$ cat src/rtl/avalon_st_msg_tx_if.sv
// ---------------------------------------------------------------------------
// avalon_st_msg_tx_if
//
// Signal bundle for the message transmitter: the parallel message handshake
// on one side and the Avalon-ST stream (readyLatency 0) on the other.
//
// Signals:
//   msg_valid / msg_ready   message offer / block can capture
//   msg_data                whole message, byte i = msg_data[8i+7:8i]
//   msg_len                 message length in bytes
//   msg_error               mark the packet errored
//   out_valid / out_ready   stream handshake
//   out_startofpacket       first beat of packet
//   out_endofpacket         last beat of packet
//   out_data                beat data, big-endian byte order
//   out_empty               unused bytes in the last beat
//   out_error               packet error, eop beat only
//
// Modports:
//   master  the transmitter (drives the stream and msg_ready)
//   slave   the environment (offers messages, sinks the stream)
// ---------------------------------------------------------------------------
interface avalon_st_msg_tx_if #(
    parameter int DATA_WIDTH  = 64,
    parameter int EMPTY_WIDTH = 3,
    parameter int MAX_BYTES   = 64,
    parameter int LEN_W       = 7
);
    logic                   msg_valid;
    logic                   msg_ready;
    logic [MAX_BYTES*8-1:0] msg_data;
    logic [LEN_W-1:0]       msg_len;
    logic                   msg_error;

    logic                   out_valid;
    logic                   out_ready;
    logic                   out_startofpacket;
    logic                   out_endofpacket;
    logic [DATA_WIDTH-1:0]  out_data;
    logic [EMPTY_WIDTH-1:0] out_empty;
    logic                   out_error;

    modport master (
        input  msg_valid, msg_data, msg_len, msg_error, out_ready,
        output msg_ready, out_valid, out_startofpacket, out_endofpacket,
               out_data, out_empty, out_error
    );

    modport slave (
        output msg_valid, msg_data, msg_len, msg_error, out_ready,
        input  msg_ready, out_valid, out_startofpacket, out_endofpacket,
               out_data, out_empty, out_error
    );
endinterface

$ cat src/rtl/avalon_st_msg_tx.sv
// ---------------------------------------------------------------------------
// avalon_st_msg_tx
//
// Avalon-ST source that captures one whole message per handshake and streams
// it out DATA_WIDTH/8 bytes per beat, big-endian (message byte 0 lands in the
// top byte lane of the first beat). readyLatency is 0.
//
// Ports:
//   clk         clock, all logic on the rising edge
//   reset_n     asynchronous active-low reset, synchronous release expected
//   bus         avalon_st_msg_tx_if.master: message handshake + stream
//   drop_pulse  one-cycle pulse when an illegal-length message is discarded
//   busy        high while a packet is being sent
// ---------------------------------------------------------------------------
module avalon_st_msg_tx #(
    parameter int DATA_WIDTH  = 64,
    parameter int EMPTY_WIDTH = 3,
    parameter int MAX_BYTES   = 64,
    parameter int LEN_W       = 7
) (
    input  logic                  clk,
    input  logic                  reset_n,
    avalon_st_msg_tx_if.master    bus,
    output logic                  drop_pulse,
    output logic                  busy
);

    localparam int BPB       = DATA_WIDTH / 8;
    localparam int MAX_BEATS = MAX_BYTES / BPB;
    localparam int BEAT_W    = $clog2(MAX_BEATS + 1);
    localparam int MSG_W     = MAX_BYTES * 8;

    typedef enum logic {
        IDLE,
        SEND
    } state_t;

    state_t                 state_q;
    logic [MSG_W-1:0]       msgData_q;
    logic [LEN_W-1:0]       msgLen_q;
    logic                   msgError_q;
    logic [BEAT_W-1:0]      beats_q;
    logic [BEAT_W-1:0]      beatIdx_q;
    logic [EMPTY_WIDTH-1:0] lastEmpty_q;

    logic                   outValid_q;
    logic                   outSop_q;
    logic                   outEop_q;
    logic [DATA_WIDTH-1:0]  outData_q;
    logic [EMPTY_WIDTH-1:0] outEmpty_q;
    logic                   outError_q;
    logic                   drop_q;

    logic                   lenLegal;
    logic [LEN_W:0]         lenRound;
    logic [BEAT_W-1:0]      capBeats;
    logic [LEN_W-1:0]       negLen;
    logic [EMPTY_WIDTH-1:0] capEmpty;
    logic [BEAT_W-1:0]      nextIdx;
    logic [BEAT_W-1:0]      lastIdx;
    logic                   onLast;
    logic                   nextIsLast;
    logic [DATA_WIDTH-1:0]  firstBeat;
    logic [DATA_WIDTH-1:0]  nextBeat;

    // Extract beat k of a message: byte 8k+j goes to lane j counted from the
    // top of the word; lanes past the message length are forced to zero so
    // stale bytes in the capture register never leak onto the bus.
    function automatic logic [DATA_WIDTH-1:0] packBeat(
        input logic [MSG_W-1:0]  data,
        input logic [LEN_W-1:0]  len,
        input logic [BEAT_W-1:0] k
    );
        logic [MSG_W-1:0]      shifted;
        logic [DATA_WIDTH-1:0] beat;
        int                    base;
        shifted = data >> (int'(k) * DATA_WIDTH);
        base    = int'(k) * BPB;
        beat    = '0;
        for (int j = 0; j < BPB; j++) begin
            if (base + j < int'(len)) begin
                beat[DATA_WIDTH-1-8*j -: 8] = shifted[8*j +: 8];
            end
        end
        return beat;
    endfunction

    // Capture-time arithmetic. Beat count is ceil(len/BPB); because BPB is a
    // power of two the padding in the last beat is simply (-len) mod BPB.
    assign lenLegal  = (bus.msg_len != '0) && (bus.msg_len <= LEN_W'(MAX_BYTES));
    assign lenRound  = {1'b0, bus.msg_len} + (LEN_W+1)'(BPB - 1);
    assign capBeats  = BEAT_W'(lenRound >> EMPTY_WIDTH);
    assign negLen    = -bus.msg_len;
    assign capEmpty  = negLen[EMPTY_WIDTH-1:0];
    assign firstBeat = packBeat(bus.msg_data, bus.msg_len, '0);

    // Look-ahead for the beat that follows the one currently on the bus, so
    // every stream output can be loaded straight into its register.
    assign nextIdx    = beatIdx_q + BEAT_W'(1);
    assign lastIdx    = beats_q - BEAT_W'(1);
    assign onLast     = (beatIdx_q == lastIdx);
    assign nextIsLast = (nextIdx == lastIdx);
    assign nextBeat   = packBeat(msgData_q, msgLen_q, nextIdx);

    // Control FSM with registered stream outputs. In SEND the bus registers
    // only move on an accepted beat, which keeps them stable under
    // backpressure and guarantees valid never drops without a transfer.
    always_ff @(posedge clk or negedge reset_n) begin
        if (!reset_n) begin
            state_q     <= IDLE;
            msgData_q   <= '0;
            msgLen_q    <= '0;
            msgError_q  <= 1'b0;
            beats_q     <= '0;
            beatIdx_q   <= '0;
            lastEmpty_q <= '0;
            outValid_q  <= 1'b0;
            outSop_q    <= 1'b0;
            outEop_q    <= 1'b0;
            outData_q   <= '0;
            outEmpty_q  <= '0;
            outError_q  <= 1'b0;
            drop_q      <= 1'b0;
        end else begin
            drop_q <= 1'b0;
            case (state_q)
                IDLE: begin
                    if (bus.msg_valid) begin
                        if (lenLegal) begin
                            state_q     <= SEND;
                            msgData_q   <= bus.msg_data;
                            msgLen_q    <= bus.msg_len;
                            msgError_q  <= bus.msg_error;
                            beats_q     <= capBeats;
                            beatIdx_q   <= '0;
                            lastEmpty_q <= capEmpty;
                            outValid_q  <= 1'b1;
                            outSop_q    <= 1'b1;
                            outData_q   <= firstBeat;
                            if (capBeats == BEAT_W'(1)) begin
                                outEop_q   <= 1'b1;
                                outEmpty_q <= capEmpty;
                                outError_q <= bus.msg_error;
                            end else begin
                                outEop_q   <= 1'b0;
                                outEmpty_q <= '0;
                                outError_q <= 1'b0;
                            end
                        end else begin
                            drop_q <= 1'b1;
                        end
                    end
                end

                SEND: begin
                    if (bus.out_ready) begin
                        if (onLast) begin
                            state_q    <= IDLE;
                            outValid_q <= 1'b0;
                            outSop_q   <= 1'b0;
                            outEop_q   <= 1'b0;
                            outData_q  <= '0;
                            outEmpty_q <= '0;
                            outError_q <= 1'b0;
                        end else begin
                            beatIdx_q <= nextIdx;
                            outSop_q  <= 1'b0;
                            outData_q <= nextBeat;
                            outEop_q  <= nextIsLast;
                            if (nextIsLast) begin
                                outEmpty_q <= lastEmpty_q;
                                outError_q <= msgError_q;
                            end else begin
                                outEmpty_q <= '0;
                                outError_q <= 1'b0;
                            end
                        end
                    end
                end

                default: begin
                    state_q    <= IDLE;
                    outValid_q <= 1'b0;
                end
            endcase
        end
    end

    assign bus.msg_ready         = (state_q == IDLE);
    assign busy                  = (state_q == SEND);
    assign drop_pulse            = drop_q;
    assign bus.out_valid         = outValid_q;
    assign bus.out_startofpacket = outSop_q;
    assign bus.out_endofpacket   = outEop_q;
    assign bus.out_data          = outData_q;
    assign bus.out_empty         = outEmpty_q;
    assign bus.out_error         = outError_q;

endmodule
$ cat src/flat_wrapper.sv
// flat-port wrapper written by rule: the top's interface ports become plain ports
module avalon_st_msg_tx_flat 
#(
    parameter int DATA_WIDTH  = 64,
    parameter int EMPTY_WIDTH = 3,
    parameter int MAX_BYTES   = 64,
    parameter int LEN_W       = 7
)
  (clk, reset_n, drop_pulse, busy, bus_msg_valid, bus_msg_data, bus_msg_len, bus_msg_error, bus_out_ready, bus_msg_ready, bus_out_valid, bus_out_startofpacket, bus_out_endofpacket, bus_out_data, bus_out_empty, bus_out_error);
  avalon_st_msg_tx_if #(.DATA_WIDTH(DATA_WIDTH), .EMPTY_WIDTH(EMPTY_WIDTH), .MAX_BYTES(MAX_BYTES), .LEN_W(LEN_W)) bus_i ();
  input  logic clk;
  input  logic reset_n;
  output logic drop_pulse;
  output logic busy;
  input wire logic [$bits(bus_i.msg_valid)-1:0] bus_msg_valid;
  input wire logic [$bits(bus_i.msg_data)-1:0] bus_msg_data;
  input wire logic [$bits(bus_i.msg_len)-1:0] bus_msg_len;
  input wire logic [$bits(bus_i.msg_error)-1:0] bus_msg_error;
  input wire logic [$bits(bus_i.out_ready)-1:0] bus_out_ready;
  output wire logic [$bits(bus_i.msg_ready)-1:0] bus_msg_ready;
  output wire logic [$bits(bus_i.out_valid)-1:0] bus_out_valid;
  output wire logic [$bits(bus_i.out_startofpacket)-1:0] bus_out_startofpacket;
  output wire logic [$bits(bus_i.out_endofpacket)-1:0] bus_out_endofpacket;
  output wire logic [$bits(bus_i.out_data)-1:0] bus_out_data;
  output wire logic [$bits(bus_i.out_empty)-1:0] bus_out_empty;
  output wire logic [$bits(bus_i.out_error)-1:0] bus_out_error;
  assign bus_i.msg_valid = bus_msg_valid;
  assign bus_i.msg_data = bus_msg_data;
  assign bus_i.msg_len = bus_msg_len;
  assign bus_i.msg_error = bus_msg_error;
  assign bus_i.out_ready = bus_out_ready;
  assign bus_msg_ready = bus_i.msg_ready;
  assign bus_out_valid = bus_i.out_valid;
  assign bus_out_startofpacket = bus_i.out_startofpacket;
  assign bus_out_endofpacket = bus_i.out_endofpacket;
  assign bus_out_data = bus_i.out_data;
  assign bus_out_empty = bus_i.out_empty;
  assign bus_out_error = bus_i.out_error;
  avalon_st_msg_tx #(.DATA_WIDTH(DATA_WIDTH), .EMPTY_WIDTH(EMPTY_WIDTH), .MAX_BYTES(MAX_BYTES), .LEN_W(LEN_W)) u_core (.clk(clk), .reset_n(reset_n), .bus(bus_i), .drop_pulse(drop_pulse), .busy(busy));
endmodule
$ cat config.mk
export PLATFORM = sky130hd
export DESIGN_NAME = avalon_st_msg_tx_flat
export DESIGN_NICKNAME = d
export VERILOG_FILES = /design/src/rtl/avalon_st_msg_tx_if.sv /design/src/rtl/avalon_st_msg_tx.sv /design/src/flat_wrapper.sv
export SDC_FILE = /design/constraint.sdc
export NUM_CORES = 1
export LEC_CHECK = 0
export ABC_AREA = 1
export CAP_MARGIN = 0
export CORE_AREA = 2 2 230 232
export DETAILED_ROUTE_END_ITERATION = 8
export DIE_AREA = 0 0 232 234
export DONT_BUFFER_PORTS = 1
export GPL_TIMING_DRIVEN = 0
export PLACE_DENSITY = 0.72
export RECOVER_POWER = 100
export SLEW_MARGIN = 20
export SYNTH_ARGS = -nofsm -noshare
export SYNTH_HDL_FRONTEND = slang
export SYNTH_SLANG_ARGS = --single-unit
$ cat constraint.sdc
create_clock -name clk -period 2.9 [get_ports clk]
set_input_delay 0 -clock clk [delete_from_list [all_inputs] [get_ports clk]]
set_output_delay 0 -clock clk [all_outputs]
set_load 0.02 [all_outputs]
After elaboration in Yosys (flattened, before gate mapping)
Cells that the tools add are included.

word-level totals
  register bits = 604
  logic and storage cells = 119

operators by class
  equal/unequal tests = 8
  reductions and logical operators = 6
  mux-type cells = 61
  bitwise operators = 1
  order comparisons = 17
  shift-type cells = 1
  $add $sub $neg = 11

operators with widths
  operator                                                count
  >> shifter 512 x 10 -> 64 bit                           1
  two-way mux 64 bit                                      4
  < comparator 32 x 8 -> 1 bit                            7
  two-way mux 8 bit                                       16
  one-hot mux 64 bit (2 select lines)                     1
  adder 7 x 3 -> 8 bit (second input constant)            4
  < comparator 3 x 7 -> 1 bit (first input constant)      4
  two-way mux 1 bit                                       23
  two-way mux 3 bit                                       6
  adder 7 x 2 -> 8 bit (second input constant)            2
  two-way mux 4 bit                                       4
  < comparator 1 x 7 -> 1 bit (first input constant)      2
  < comparator 2 x 7 -> 1 bit (first input constant)      2
  one-hot mux 1 bit (2 select lines)                      5
  adder 7 x 1 -> 8 bit (second input constant)            1
  equality test 4 bit                                     2
  != test 2 bit (second input constant)                   4
  one-hot mux 4 bit (2 select lines)                      1
  AND reduction 4 bit                                     2
  adder 7 x 3 -> 7 bit (second input constant)            1
  less-or-equal comparator 7 bit (second input constant)  1
  < comparator 7 bit                                      1
  nonzero test 7 bit                                      1
  one-hot mux 3 bit (2 select lines)                      1
  8 further kinds                                         9

Logic depth before layout (Yosys ltp)
  depth in word-level cells = 7
  gate-level depth with buffers = 16
  depth with buffers taken out = 14

Least setup slack after synthesis
OpenSTA, ideal clock, no wires.

  path type = register to register
  from = register u_core.beatIdx_q[1]
  to = register u_core.outData_q[31], in the netlist u_core.bus.out_data[31]
  data required time = 2.829 ns
  data arrival time = 2.539 ns
  stages on the path, launching flop included = 17
  path slack = 0.289 ns
  library setup time = 0.071 ns
  clock period less this slack = 2.611 ns
  path through = dfrtp_1 ha_1 inv_1 nand2_1 nand2_1 buf_2 buf_1 ha_1 nand2_1 inv_1 a21oi_1 nand3_1 nor2_2 nand2_1 nor2_1 nor2_1 nor2_1

between the ends
  longest elaborated chain between the ends = 7
  elaborated cells between the ends (all ways) = 9
  those cells by class = add/sub: 2; order compare: 1; eq/ne: 1; shift: 1; mux: 4

RTL lines
  what                                   RTL line                 RTL
  from (decl)                            avalon_st_msg_tx.sv:43   logic [BEAT_W-1:0] beatIdx_q;
  from (signal assigned)                 avalon_st_msg_tx.sv:166  beatIdx_q <= nextIdx;
  adder 4 x 1 -> 4 bit                   avalon_st_msg_tx.sv:99   assign nextIdx = beatIdx_q + BEAT_W'(1);
  adder 7 x 3 -> 8 bit                   avalon_st_msg_tx.sv:81   if (base + j < int'(len)) begin
  < comparator 32 x 8 -> 1 bit           avalon_st_msg_tx.sv:81
  two-way mux 8 bit                      avalon_st_msg_tx.sv:81
  two-way mux 64 bit *                   avalon_st_msg_tx.sv:157  if (onLast) begin
  two-way mux 64 bit *                   avalon_st_msg_tx.sv:156  if (bus.out_ready) begin
  one-hot mux 64 bit (2 select lines) *  avalon_st_msg_tx.sv:126  case (state_q)
  to (signal assigned)                   avalon_st_msg_tx.sv:139  outData_q <= firstBeat;
  to (signal assigned)                   avalon_st_msg_tx.sv:168  outData_q <= nextBeat;
  to (decl)                              avalon_st_msg_tx.sv:49   logic [DATA_WIDTH-1:0] outData_q;

Every way passes the cells marked *; elsewhere a longest branch is shown, timed or not. The select of a mux whose other input is x is not followed.
A chain may end at the register's enable or synchronous reset.

Worst setup path in the final report
  from = input bus_msg_len[2]
  to = register u_core.msgData_q[317]

between the ends
  longest elaborated chain between the ends = 3
  elaborated cells between the ends (all ways) = 4
  those cells by class = order compare: 1; reduce/logical: 3

RTL lines
  what                                                                  RTL line                 RTL
  from (decl)                                                           flat_wrapper.sv:17       input wire logic [$bits(bus_i.msg_len)-1:0] bus_msg_len;
  less-or-equal comparator 7 bit or nonzero test 7 bit (tied branches)  avalon_st_msg_tx.sv:90   assign lenLegal = (bus.msg_len != '0) && (bus.msg_len <= LEN_W'(MAX_BYTES));
  logical AND 1 bit *                                                   avalon_st_msg_tx.sv:90
  AND reduction 3 bit (no line) *                                       -
  to (signal assigned)                                                  avalon_st_msg_tx.sv:131  msgData_q <= bus.msg_data;
  to (decl)                                                             avalon_st_msg_tx.sv:39   logic [MSG_W-1:0] msgData_q;

Every way passes the cells marked *; elsewhere a longest branch is shown, timed or not.

==> tab_implementation.tex <==
\begin{tabular}{lr}
\hline
Metric & Value \\
\hline
\multicolumn{2}{l}{\textbf{Outcome}} \\
\quad Outcome & finished, violations left \\
\quad Violations in the final reports & negative hold slack, max-slew violations \\
\multicolumn{2}{l}{\textbf{Cells and area}} \\
\quad Share of final-layout standard cells stronger than drive strength 1 & 5.91\% \\
\quad Relative area change from synthesis to final layout & 29.4\% \\
\quad Fill cell total of the finished layout & 3,963 \\
\quad Cell area after layout & 37,800 um\^{}2 \\
\quad Core utilization of the finished layout & 72.7\% \\
\quad Filler-free cell count of the finished design & 5,372 \\
\quad Most common cell after layout, fill and taps aside & nand2\_1 \\
\quad Commonest cells after routing, fill and taps aside & nand2\_1, dfrtp\_1, dlygate4sd3\_1 \\
\quad Net total in the final layout & 5,134 \\
\multicolumn{2}{l}{\textbf{Placement}} \\
\quad Final HPWL DP & 86.3 mm \\
\quad Final weighted congestion in routability-driven placement & 0.967 \\
\quad Cell count after placement & 4,691 \\
\quad Cell area after placement & 30,100 um\^{}2 \\
\quad Port buffer count & 0 \\
\multicolumn{2}{l}{\textbf{Clocking}} \\
\quad Htree depth & 3 \\
\quad Number of buffers inserted for hold repair after clock tree synthesis & 526 \\
\quad Clk Latency, worst-skew pair & 0.61 ns \\
\quad Clock input transition at the sequential cells of the worst setup and hold paths & 0.07 ns \\
\quad Buffer type at the clock tree root & clkbuf\_16 \\
\quad CTS tree & done \\
\quad Inserted Clock Buffers & 67 \\
\quad Number of buffers between clock root and the deepest sink & 3 \\
\quad Sinks on Clock Net & 603 \\
\multicolumn{2}{l}{\textbf{Drt}} \\
\quad Number of remaining DRC errors & 0 \\
\quad DR iter-0 viols & 3,975 \\
\quad Post-detailed-routing wire length & 127 mm \\
\quad Post-DR vias/cell & 5.86 \\
\quad Antenna-violating nets left & 0 \\
\quad Average wire per standard cell & 23.6 um \\
\quad Via count & 31,499 \\
\quad Initial DRT Pass Iterations & 6 \\
\multicolumn{2}{l}{\textbf{Critical path}} \\
\quad Signal arrival time at the worst endpoint & 3.32 ns \\
\quad Critical register-to-register path endpoint & u\_core.bus.out\_data[16]\$\_DFFE\_PN0P\_ \\
\quad Flop2flop setup slack & 0.10 ns \\
\quad Reg2reg path depth & 14 \\
\quad Critical Path Sink Type & register \\
\quad CP max FO & 10 \\
\quad Origin of the critical flop-to-flop path & u\_core.beatIdx\_q[0]\$\_DFFE\_PN0P\_ \\
\quad Critical path class & primary input to register \\
\quad Required time of the worst setup path & 3.38 ns \\
\quad Kind of start point of the critical path & primary input \\
\multicolumn{2}{l}{\textbf{Global routing}} \\
\quad Global-route wire length before repair & 185 mm \\
\quad Total congestion overflow after global routing & 0 \\
\quad Largest net degree at the start of global routing & 604 \\
\quad Number of global-route vias before repair & 31,215 \\
\quad Total routing usage reported by global routing & 46.1\% \\
\quad Antenna violations before repair & 29 \\
\multicolumn{2}{l}{\textbf{STA}} \\
\quad Worst Tran Pin Value & 1.95 ns \\
\quad Worst clock skew on the final layout & 0.0309 ns \\
\quad Achievable clock frequency & 352 MHz \\
\quad Max Transition Viols Final & 211 \\
\quad Crit path time final & 2.84 ns \\
\quad Worst Hold Slack & -0.910 ns \\
\quad Setup violators final & 0 \\
\quad Number of hold violations in the final report & 603 \\
\quad Period utilization & 98.0\% \\
\quad Final TNS setup & 0 ns \\
\quad Remaining max-slew budget at the tightest pin & -30.0\% \\
\multicolumn{2}{l}{\textbf{Yosys}} \\
\quad Count of state elements after synthesis & 603 \\
\quad Gate count after technology mapping & 4,003 \\
\quad Number of distinct library cells after synthesis & 29 \\
\quad Net count of the mapped netlist & 4,535 \\
\quad Number of warning messages in the yosys log & 0 \\
\quad Post-synthesis average cell area & 7.30 um\^{}2 \\
\quad Sequential-to-total area share from yosys stat & 51.6\% \\
\quad Post-synthesis instance area & 29,200 um\^{}2 \\
\multicolumn{2}{l}{\textbf{Power and ir drop}} \\
\quad Static leakage & 19.1 nW \\
\quad Ratio of total power to cell area & 1220 nW/um\^{}2 \\
\quad Maximum VDD drop & 0.000664 V \\
\multicolumn{2}{l}{\textbf{Die}} \\
\quad Effective utilization at floorplan & 56.2\% \\
\quad Total I/O pin count & 598 \\
\quad Number of cell rows & 84 \\
\quad Height of the die & 234 um \\
\quad Core region area & 52,000 um\^{}2 \\
\quad Width of the die & 232 um \\
\quad Area enclosed by the die boundary & 54,300 um\^{}2 \\
\multicolumn{2}{l}{\textbf{Flow run}} \\
\quad Max Cap Viol & 0 \\
\multicolumn{2}{l}{\textbf{Min path}} \\
\quad Class of the tightest hold or removal check & primary input to asynchronous set/reset pin \\
\hline
\end{tabular}
[report_power, final]
group,switching [mW],internal [mW]
registers,2.94,12.4
logic,15.3,6.77
clock network,3.65,5.16
total,21.9,24.3
[cells in the mapped netlist]
master	n	area, um^2
clkinv_1	2	7.51
o21ai_1	31	155
buf_2	122	611
o21ai_2	1	8.76
nor2_1	430	1610
nand4_1	9	56.3
nand3_4	1	17.5
o31ai_1	1	7.51
dfrtp_1	603	15100
a21oi_2	1	8.76
buf_1	17	63.8
ha_1	8	100
a21oi_1	31	155
buf_6	3	33.8
xor2_1	2	17.5
nor2_4	1	11.3
a21boi_0	1	7.51
inv_2	2	7.51
xnor2_1	1	8.76
nand3_2	1	10.0
nand2_2	3	18.8
buf_4	12	90.1
nor2_2	5	31.3
nand2_1	1834	6880
o211ai_1	87	653
nand3_1	115	576
clkbuf_1	88	330
inv_1	236	886
o21ai_0	355	1780
[registers in the layout, indices dropped and copies added, names as in the netlist]
name                          count
u_core.msgData_q                512
u_core.bus.out_data              64
u_core.msgLen_q                   6
u_core.beatIdx_q                  4
u_core.beats_q                    4
u_core.bus.out_empty              3
u_core.lastEmpty_q                3
u_core.bus.out_endofpacket        1
u_core.bus.out_error              1
u_core.bus.out_startofpacket      1
u_core.bus.out_valid              1
u_core.busy                       1
u_core.drop_pulse                 1
u_core.msgError_q                 1
[cell type report]
cell class / count / area (um^2) / share of cell area [%]
flip-flops and latches: 603 / 15100 / 39.9
clock inverters: 18 / 179 / 0.473
inverters: 240 / 905 / 2.39
diodes: 34 / 85.1 / 0.225
multi-input cells: 2918 / 12200 / 32.3
plain buffers: 241 / 1150 / 3.03
clock buffers: 99 / 2050 / 5.42
well taps: 688 / 861 / 2.28
repair buffers: 531 / 5300 / 14.0
[cell families (layout without fill, tap and decap cells)]
family	count (synthesis)	after routing	share of synthesized area (%)
simple gates	2399	2399	31.5
flops	603	603	51.6
fa+ha+maj	8	8	0.342
buf+inv	482	1129	6.94
compound gates	508	508	9.48
xor+xnor	3	3	0.0899
other cells	0	34	0
[worst max-delay path, stage by stage]
cell,delay (ns)
dlygate4sd3_1,0.66
nor2_4,0.13
dlygate4sd3_1,0.66
nand2_1,0.13
o21ai_2,0.19
nand3_2,0.17
inv_2,0.18
buf_2,0.50
buf_2,0.39
nand2_1,0.13
o21ai_0,0.16
[worst max-delay path by stage]
stage | from | end | slack (ns) | cells past startpoint
floorplan | u_core.beatIdx_q[1]$_DFFE_PN0P_ | u_core.bus.out_data[31]$_DFFE_PN0P_ | 0.29 | 16
global placement | u_core.beatIdx_q[1]$_DFFE_PN0P_ | u_core.bus.out_data[20]$_DFFE_PN0P_ | -0.50 | 16
detailed placement | u_core.beatIdx_q[1]$_DFFE_PN0P_ | u_core.bus.out_data[16]$_DFFE_PN0P_ | -0.55 | 16
CTS | u_core.beatIdx_q[1]$_DFFE_PN0P_ | u_core.bus.out_data[42]$_DFFE_PN0P_ | 0.002 | 13
global route | u_core.beatIdx_q[0]$_DFFE_PN0P_ | u_core.bus.out_data[23]$_DFFE_PN0P_ | -0.01 | 15
finish | bus_msg_len[2] | u_core.msgData_q[317]$_DFFE_PN0P_ | 0.06 | 11
[what timing repair did]
action / in CTS / in global routing
endpoints found under the setup margin: 64 / 90
pin swaps: 1 / 4
resized for setup: 28 / 41
endpoints found under the hold margin: 1201 / 603
setup buffers: 0 / 5
[per-stage QoR]
stage	setup WS, ns	power [mW]	hold slack [ns]
floorplan	0.289	27.8	-0.296
global placement	-0.497	34.5	-0.282
detailed placement	-0.554	34.9	-0.279
CTS	0.00238	44.7	-0.911
global route	-0.0103	48.9	-0.906
finish	0.0580	46.2	-0.910
[layer usage]
layer | vias up | share of wire [%] | global-route usage [%]
met5 | - | 0.030 | 0
met4 | 6 | 7.7 | 32.0
met3 | 662 | 11 | 12.1
met2 | 2295 | 45 | 71.3
met1 | 14900 | 37 | 56.8
li1 | 13636 | - | -
(Power assumes the default switching activity.)
